<file path="src/rtl/opcode_decode_stage_pkg.sv">
// opcode_decode_stage_pkg: shared one-hot decode helper and skid state encoding
package opcode_decode_stage_pkg;

    localparam int MAX_OP_W = 8;
    localparam int MAX_CTRL_W = 1 << MAX_OP_W;

    typedef enum logic {
        SKID_EMPTY = 1'b0,
        SKID_FULL  = 1'b1
    } skid_state_t;

    function automatic logic [MAX_CTRL_W-1:0] onehot_dec(input logic [MAX_OP_W-1:0] op);
        return MAX_CTRL_W'(1) << op;
    endfunction

endpackage

</file>
<file path="src/rtl/opcode_decode_stage_skid_buf.sv">
// skid_buf: 1-entry valid/ready skid register with a registered ready
module skid_buf
    import opcode_decode_stage_pkg::*;
#(
    parameter int WIDTH = 8
) (
    input  logic             clk,
    input  logic             rst_n,
    input  logic             in_valid,
    output logic             in_ready,
    input  logic [WIDTH-1:0] in_data,
    output logic             out_valid,
    input  logic             out_ready,
    output logic [WIDTH-1:0] out_data
);

    skid_state_t state, state_nxt;
    logic [WIDTH-1:0] skid_data;
    logic accept, load, full;

    assign full     = (state == SKID_FULL);
    assign in_ready = ~full;
    assign accept   = in_valid & in_ready;
    assign load     = ~out_valid | out_ready;

    always_ff @(posedge clk or negedge rst_n) begin
        if (!rst_n) state <= SKID_EMPTY;
        else        state <= state_nxt;
    end

    // FULL always implies a valid output register, so load means a transfer there
    always_comb begin
        state_nxt = state;
        state_nxt = full ? (load ? SKID_EMPTY : SKID_FULL)
                         : ((accept && !load) ? SKID_FULL : SKID_EMPTY);
    end

    always_ff @(posedge clk or negedge rst_n) begin
        if (!rst_n) begin
            out_valid <= 1'b0;
            out_data  <= '0;
            skid_data <= '0;
        end else begin
            if (load) out_valid <= full | accept;
            if (load && (full || accept)) out_data <= full ? skid_data : in_data;
            if (accept && !load) skid_data <= in_data;
        end
    end

endmodule

</file>
<file path="src/rtl/opcode_decode_stage.sv">
// opcode_decode_stage: registered, mask-gated one-hot opcode decoder with illegal counter
module opcode_decode_stage
    import opcode_decode_stage_pkg::*;
#(
    parameter int OP_W  = 3,
    parameter int CNT_W = 8
) (
    input  logic                   clk,
    input  logic                   rst_n,
    input  logic                   in_valid,
    output logic                   in_ready,
    input  logic [OP_W-1:0]        in_opcode,
    input  logic [(1<<OP_W)-1:0]   en_mask,
    output logic                   out_valid,
    input  logic                   out_ready,
    output logic [(1<<OP_W)-1:0]   out_ctrl,
    output logic [OP_W-1:0]        out_opcode,
    output logic                   out_illegal,
    output logic [CNT_W-1:0]       illegal_cnt,
    input  logic                   cnt_clr
);

    localparam int CTRL_W = 1 << OP_W;
    localparam int PW = 1 + OP_W + CTRL_W;

    logic              dec_illegal;
    logic [CTRL_W-1:0] dec_ctrl;
    logic [PW-1:0]     out_data;
    logic              ill_xfer;

    // decode happens before the skid so later mask changes never touch accepted beats
    assign dec_illegal = ~en_mask[in_opcode];
    assign dec_ctrl    = dec_illegal ? '0 : CTRL_W'(onehot_dec(MAX_OP_W'(in_opcode)));

    skid_buf #(.WIDTH(PW)) u_skid (
        .clk       (clk),
        .rst_n     (rst_n),
        .in_valid  (in_valid),
        .in_ready  (in_ready),
        .in_data   ({dec_illegal, in_opcode, dec_ctrl}),
        .out_valid (out_valid),
        .out_ready (out_ready),
        .out_data  (out_data)
    );

    assign {out_illegal, out_opcode, out_ctrl} = out_data;
    assign ill_xfer = out_valid & out_ready & out_illegal;

    always_ff @(posedge clk or negedge rst_n) begin
        if (!rst_n)                      illegal_cnt <= '0;
        else if (cnt_clr)                illegal_cnt <= CNT_W'(ill_xfer);
        else if (ill_xfer && ~&illegal_cnt) illegal_cnt <= illegal_cnt + 1'b1;
    end

endmodule

</file>
<file path="config.mk">
export PLATFORM = sky130hd
export DESIGN_NAME = opcode_decode_stage
export DESIGN_NICKNAME = d
export VERILOG_FILES = /design/src/rtl/opcode_decode_stage_pkg.sv /design/src/rtl/opcode_decode_stage_skid_buf.sv /design/src/rtl/opcode_decode_stage.sv
export SDC_FILE = /design/constraint.sdc
export NUM_CORES = 1
export LEC_CHECK = 0
export CAP_MARGIN = 25
export CORE_MARGIN = 10
export CORE_UTILIZATION = 45
export CTS_BUF_LIST = sky130_fd_sc_hd__clkbuf_2 sky130_fd_sc_hd__clkbuf_4 sky130_fd_sc_hd__clkbuf_8
export DETAILED_ROUTE_END_ITERATION = 6
export DONT_BUFFER_PORTS = 1
export HOLD_SLACK_MARGIN = 0.15
export SYNTH_ARGS = -nofsm -noshare
export SYNTH_HDL_FRONTEND = slang
export SYNTH_SLANG_ARGS = --single-unit
</file>
<file path="constraint.sdc">
create_clock -name clk -period 1.3 [get_ports clk]
set_input_delay 0.26 -clock clk [delete_from_list [all_inputs] [get_ports clk]]
set_output_delay 0.26 -clock clk [all_outputs]
set_load 0.02 [all_outputs]
</file>
* Yosys cells after proc, flatten, opt, wreduce, memory -nomap -nowiden
Index checks and enable logic that the tools add are counted.
** Storage, ports and cells
- Register bits :: 34
- Word-level logic and storage cells :: 33
- Output and inout port bits :: 22
- Input port bits :: 16
** Cells by class
- Add/sub/neg operators :: 1
- Reduce and logical (&&, ||, !) cells :: 8
- Bitwise operators :: 8
- Muxes and demuxes :: 9
- Shifts and indexed selects :: 1
- Magnitude comparators :: 1
** Operators by type and width (number)
- 2-to-1 mux 8 bit :: 3
- 2-to-1 mux 12 bit :: 1
- adder 8 x 1 -> 8 bit (second input constant) :: 1
- AND reduction 8 bit :: 1
- << shifter 1 x 3 -> 8 bit (first input constant) :: 1
- < comparator 3 x 4 -> 1 bit (second input constant) :: 1
- 2-to-1 mux 1 bit :: 4
- AND 1 bit :: 3
- binary-select mux 1 bit (select 3 bit) :: 1
- logical AND 1 bit :: 3
- inverter 1 bit :: 3
- logical NOT 1 bit :: 2
- bitwise OR 1 bit :: 2
- nonzero test 2 bit :: 1
- logical OR 1 bit :: 1

* Depth between registers and ports, before layout
Gate-level depths: netlist (run 1).
- Depth after elaboration :: 6
- Gate-level depth with buffers :: 6
- Depth with buffers taken out :: 5

* By module
Synthesis (run 1) repeated with hierarchy kept, for this count alone.
** Unflattened totals
- Cell total of the unflattened synthesis :: 137
- Area total of the unflattened synthesis :: 1874.3 um2
** Modules (own cells, without submodules)
- skid_buf :: sequential area each 650.6 um2, area an instance 1249.9 um2, instances 1, cells each 73
- opcode_decode_stage :: sequential area each 200.2 um2, area an instance 624.3 um2, instances 1, cells each 64

* Worst setup path before layout (run 1)
OpenSTA, ideal clock, no wires.
- Path type :: register to register
- Start point :: register u_skid.out_valid
- End point :: register illegal_cnt[5]
- Arrival time :: 1.479 ns
- Setup time :: 0.077 ns
- Data required time :: 1.223 ns
- Cell stages (with the launch flop) :: 6
- Path slack :: -0.256 ns
- Cell sequence :: dfrtp_1 and3_1 buf_6 nand4_4 or4_1 a21oi_1
** Between the ends
- Cells in the longest elaborated chain, start to end :: 4
** RTL lines
- start: declaration :: line opcode_decode_stage_skid_buf.sv:12 : output logic out_valid,
- start signal: assignment :: line opcode_decode_stage_skid_buf.sv:44 : if (load) out_valid <= full | accept;
- AND 1 bit (2 in a row) :: line opcode_decode_stage.sv:47 : assign ill_xfer = out_valid & out_ready & out_illegal;
- logical AND 1 bit :: line opcode_decode_stage.sv:52 : else if (ill_xfer && ~&illegal_cnt) illegal_cnt <= illegal_cnt + 1'b1;
- nonzero test 2 bit (no line)
- end signal: assignment :: line opcode_decode_stage.sv:51 : else if (cnt_clr) illegal_cnt <= CNT_W'(ill_xfer);
- end signal: assignment :: line opcode_decode_stage.sv:52
- end: declaration :: line opcode_decode_stage.sv:19 : output logic [CNT_W-1:0] illegal_cnt,
Every way passes these cells.
A chain may end at the register's enable or synchronous reset.

* Final worst setup path (run 1)
Ends and elaborated chain as after synthesis.

==> metrics.txt, run 1 <==
status finished, violations left; failing checks hold timing, setup timing; layout cell share with drive strength beyond 1 0.383; wire length of the first global-routing pass 6760 µm; initial core utilization 0.471; CTS Root Cell clkbuf_4; Die Y 79.6 µm; CP cell instances and3_4, nand4_4, or4_4, a21oi_2; Fill cells 269; DR pass1 iterations 4; NumNets Final 204; maxcap violations 0; slowest cell on the critical path or4_4; flop-to-flop setup slack -100 ps; Setup CP Type register to register; Ant. Diodes 0; Yosys reg bits 34; most frequent cell after synthesis dfrtp_1; RSZ-0062 raised after global routing yes; Clock Sinks 34; fin cells 234; asr flop ratio synth 1.00; Max Fclk 716 MHz; number of buffers created by CTS 5; Rows 21; DP Area 1820 µm²; Final min period 1400 ps; CTS tree done; register area 860 µm²; Final Hold Slack -32.1 ps; CP max stage delay 490 ps; initial antenna violation count 0; Netlist cell types 34; CP delay by family, top simple AND/OR/NAND/NOR gates; Die ar. 6330 µm²; Least-Margin Pin Slew 269 ps; peak supply drop 0.000890 V; largest net degree at the start of global routing 35; post-synth top area share 0.532; Final ANT Viol Nets 0; Data required, critical path 1560 ps; Final WS setup -96.9 ps; Clock transition at path regs 100 ps; All-Layer GR Usage 0.135; CP Buf/Inv Count 0; Mapped Area 1600 µm²; Crit Path Max Fanout 3; clk buf depth 2; Synth Warn # 0; Synth Instances 147; relative slew slack 0.819; Tcrit/Tclk final 1.07; final wirelength 4070 µm; GRT met2 Usage 0.222; syn nets 164; vias per inst 5.65; worst min-delay path class input port to register; grt met3 use 0.0709; Pwr Total 2.31 mW; grt peak-use layer met2; placed cells 209; H-tree levels 2; Iter 0 DRT Violations 48; Commonest cells post-synth dfrtp_1 (34), nand2_1 (16), o21ai_0 (13); CP endpoint kind register; Clock Skew 5.91 ps; Worst-Skew Late Latency 330 ps; wire per inst 17.4 µm; cell area after layout 2130 µm²; Syn-to-layout area delta 33.5%; post-synthesis sequential area ratio 0.532; Die Span X 79.6 µm; post-DP HPWL 2790 µm; GRT met1 Usage 0.145; GR Overflow Total 0; vias in the first global route 1385; Final Util 0.629; leading area contributor after synthesis dfrtp_1; IO Pins 38; number of synthesized flops with an enable pin 0; Multi-input gate area 792 µm²; DRC 0; Mean Syn Cell Area 10.9 µm²; leakage 0.929 nW; final hold violations 6; ys flop type dfrtp_1; critical path launch point type register; crit path DAT 1660 ps; GPL Wtd Cong 0.726; Vias 1321; final setup fails 19; Core Footprint 3390 µm²; Area contributors post-synth dfrtp_1 (53%), a221o_1 (5.0%), mux2_2 (4.2%); port buffer count 0; PD cells 1080 nW/µm²; Final Max Tran Viols 0
[per-stage QoR]
stage	setup WS (ps)	setup TNS (ps)	hold slack (ps)
after floorplan	-202	-820	-35.6
after global placement	-92.6	-1070	-34.4
after detailed placement	-142	-1670	-34.3
after CTS	-98.8	-1020	-45.1
after global routing	-165	-2840	-77.2
final	-96.9	-566	-32.1
[final cells by class]
type                    instances  share of cell area
multi-input cells             105               0.371
clock inverters                 1             0.00235
well taps                      46              0.0270
clock buffers                   7              0.0276
inverters                       3             0.00704
repair buffers                 38               0.162
flip-flops and latches         34               0.403
[registers in the layout (all words and copies together) (netlist names)]
name,count
u_skid.full,1
illegal_cnt,8
u_skid.skid_data,12
u_skid.out_valid,1
u_skid.out_data,12
[worst reg2reg max path: cells and delay by family (launching register included)]
family	cells	cell delay (ps)
AO/OA/AOI/OAI	1	130
flip-flops	1	390
AND/OR/NAND/NOR	3	800
[per-layer routing]
metal  vias to the layer above  wire length (µm)
met5                         -                 0
met4                         0                25
met3                         2               289
met2                        29              2170
met1                       654              1580
li1                        636                 -
[layout by cell type, fill, tap and decap left out, types with 2 or more instances in the layout]
master and n:
a21oi_2 2, nand3b_1 2, nor2_1 5, buf_4 22, dfrtp_2 7, or3_1 3
nor3_1 5, dfrtp_1 27, o21ai_1 3, o31ai_1 5, nand2_1 16, o21ai_0 10
inv_1 2, mux2_2 6, nand3_1 3, nand4_1 2, mux2i_1 6, buf_6 8
clkbuf_4 6, a221o_1 8, nand2b_1 3, dlygate4sd3_1 7
[timing repair]
item / CTS / global route
setup endpoints to repair: 31 / 37
buffers inserted: 4 / 3
hold buffers: 7 / 1
pin swaps: 2 / 1
gates cloned: 0 / 2
endpoints found under the hold margin: 53 / 7
gates resized for setup: 9 / 16
[worst paths after layout]
check,startpoint,end,cells past startpoint
min in group asynchronous,rst_n,illegal_cnt[1],2
setup reg to reg,u_skid.out_valid,illegal_cnt[5],4
hold / removal,cnt_clr,illegal_cnt[3],1
max in group asynchronous,rst_n,illegal_cnt[3],2
setup / recovery,u_skid.out_valid,illegal_cnt[5],4
hold reg to reg,u_skid.skid_data[2],u_skid.skid_data[2],2
[cell families after synthesis]
logic type	share of synthesized area
xor gates and xnor gates	0.00548
and+or+nand+nor	0.189
muxes	0.0799
adders and majority gates	0.00783
DFF	0.533
buffers and inverters	0.0298
AOI/OAI and AO/OA	0.156
[where the power goes]
part           internal, mW  total, mW  switching (mW)
sequential             1.15       1.25          0.0984
clock                 0.283      0.634           0.351
combinational         0.210      0.427           0.217
No activity file was read; power rests on OpenSTA's default activity.
==> inputs of run 2 (changes only) <==
--- a/config.mk
+++ b/config.mk
@@ -12,6 +12,7 @@
 export DETAILED_ROUTE_END_ITERATION = 6
 export DONT_BUFFER_PORTS = 1
 export HOLD_SLACK_MARGIN = 0.15
+export SKIP_CTS_REPAIR_TIMING = 1
 export SYNTH_ARGS = -nofsm -noshare
 export SYNTH_HDL_FRONTEND = slang
 export SYNTH_SLANG_ARGS = --single-unit
==> metrics.txt, run 2 (same netlist as run 1, synthesis figures left out) <==
status finished, violations left; failing checks hold timing, setup timing; Data required, critical path 1040 ps (-520 ps); final hold violations 6 (unchanged); flop-to-flop setup slack -110 ps (about the same); Clock Sinks 34 (unchanged); H-tree levels 2 (unchanged); CP most frequent cell buf_6; critical path launch point type register; final setup fails 12 (-7); vias per inst 5.70 (+1.0%); CTS tree done; relative slew slack 0.705 (-0.114); Pwr Total 2.31 mW (+0.29%); worst min-delay path class input port to register; port buffer count 0 (unchanged); number of buffers created by CTS 5 (unchanged); DRC 0 (unchanged); cell area after layout 2150 µm² (+0.76%); Final Util 0.634 (+0.00480); layout cell share with drive strength beyond 1 0.401 (+0.0181); Tcrit/Tclk final 1.09 (+0.0146); CP endpoint kind output pin; Clock Skew 5.76 ps (-0.154 ps); CP delay by family, top buffers and inverters; initial antenna violation count 0 (unchanged); post-DP HPWL 2790 µm (unchanged); CP cell instances buf_6, clkinvlp_4, buf_6; Iter 0 DRT Violations 54 (+13%); Clock transition at path regs 110 ps (about the same); Final Hold Slack -42.0 ps (-9.82 ps); clk buf depth 2 (unchanged); Die Y 79.6 µm (unchanged); DR pass1 iterations 4 (unchanged); DP Area 1820 µm² (unchanged); Max Fclk 706 MHz (-1.3%); PD cells 1080 nW/µm² (-0.47%); final wirelength 3980 µm (-2.1%); All-Layer GR Usage 0.127 (-0.00742); wire length of the first global-routing pass 6450 µm (-4.6%); leakage 0.954 nW (+2.6%); Final WS setup -116 ps (-19.0 ps); CP max stage delay 390 ps (-100 ps); wire per inst 17.5 µm (+0.49%); CP Buf/Inv Count 3 (+3); Crit Path Max Fanout 4 (+1); crit path DAT 1160 ps (-500 ps); commonest non-fill, non-tap cells in the layout dfrtp_1 (28), buf_4 (20), nand2_1 (14); vias in the first global route 1291 (-6.8%); NumNets Final 198 (-2.9%); Vias 1300 (-1.6%); Final min period 1420 ps (+19.0 ps); largest net degree at the start of global routing 35 (unchanged); GR Overflow Total 0 (unchanged); GPL Wtd Cong 0.726 (unchanged); Least-Margin Pin Slew 442 ps (+173 ps); Worst-Skew Late Latency 330 ps (about the same); Final Max Tran Viols 0 (unchanged); Die Span X 79.6 µm (unchanged); Final ANT Viol Nets 0 (unchanged); Rows 21 (unchanged); Syn-to-layout area delta 34.5%; fin cells 228 (-2.6%); initial core utilization 0.471 (unchanged); IO Pins 38 (unchanged); peak supply drop 0.000793 V (-11%); Ant. Diodes 0 (unchanged); CTS Root Cell clkbuf_4; Place WS -142 ps (unchanged); maxcap violations 0 (unchanged); largest registers u_skid.out_data: 12 flops, u_skid.skid_data: 12 flops, illegal_cnt: 8 flops; Setup CP Type register to output pin; Die ar. 6330 µm² (unchanged); commonest non-fill, non-tap cell in the layout dfrtp_1; RSZ-0062 raised after global routing yes; placed cells 209 (unchanged); slowest cell on the critical path dfrtp_1; TNS Setup -874 ps (-307 ps); Core Footprint 3390 µm² (unchanged)
[run 2: cell types whose count changed in the layout (fill, tap and decap cells not counted), sizes merged]
| cell | delta |
|---|---|
| dlygate4sd3 | -1 |
| buf | -4 |
| clkbuf | +1 |
| o21ai | -1 |
| and2 | -1 |
[run 2: cell type report]
| cell class | instances | area [µm²] |
|---|---|---|
| Sequential cell | 34 | 858 |
| Multi-Input combinational cell | 103 | 820 |
| Clock inverter | 1 | 5.00 |
| Tap cell | 46 | 57.6 |
| Clock buffer | 7 | 58.8 |
| Fill cell | 281 | 1240 |
| Inverter | 3 | 15.0 |
| Timing Repair Buffer | 34 | 335 |
[run 2: power by group]
part           switching [mW]  leakage [nW]  internal, mW
logic                   0.213         0.470         0.212
registers              0.0995         0.445          1.15
clock network           0.358        0.0387         0.283
[run 2: per-layer routing]
metal	global-route usage	wire, µm	vias up
met5	0	0	-
met4	0.0591	68	0
met3	0.0507	314	8
met2	0.213	2090	35
met1	0.138	1510	641
li1	-	-	616
[run 2: worst paths after layout]
kind / start / end / cells after the start
setup / recovery: u_skid.full / in_ready / 3
hold / removal: cnt_clr / illegal_cnt[3] / 1
setup reg to reg: illegal_cnt[1] / illegal_cnt[5] / 5
hold reg to reg: u_skid.skid_data[1] / u_skid.skid_data[1] / 2
max in group asynchronous: rst_n / u_skid.out_data[11] / 2
min in group asynchronous: rst_n / illegal_cnt[1] / 2
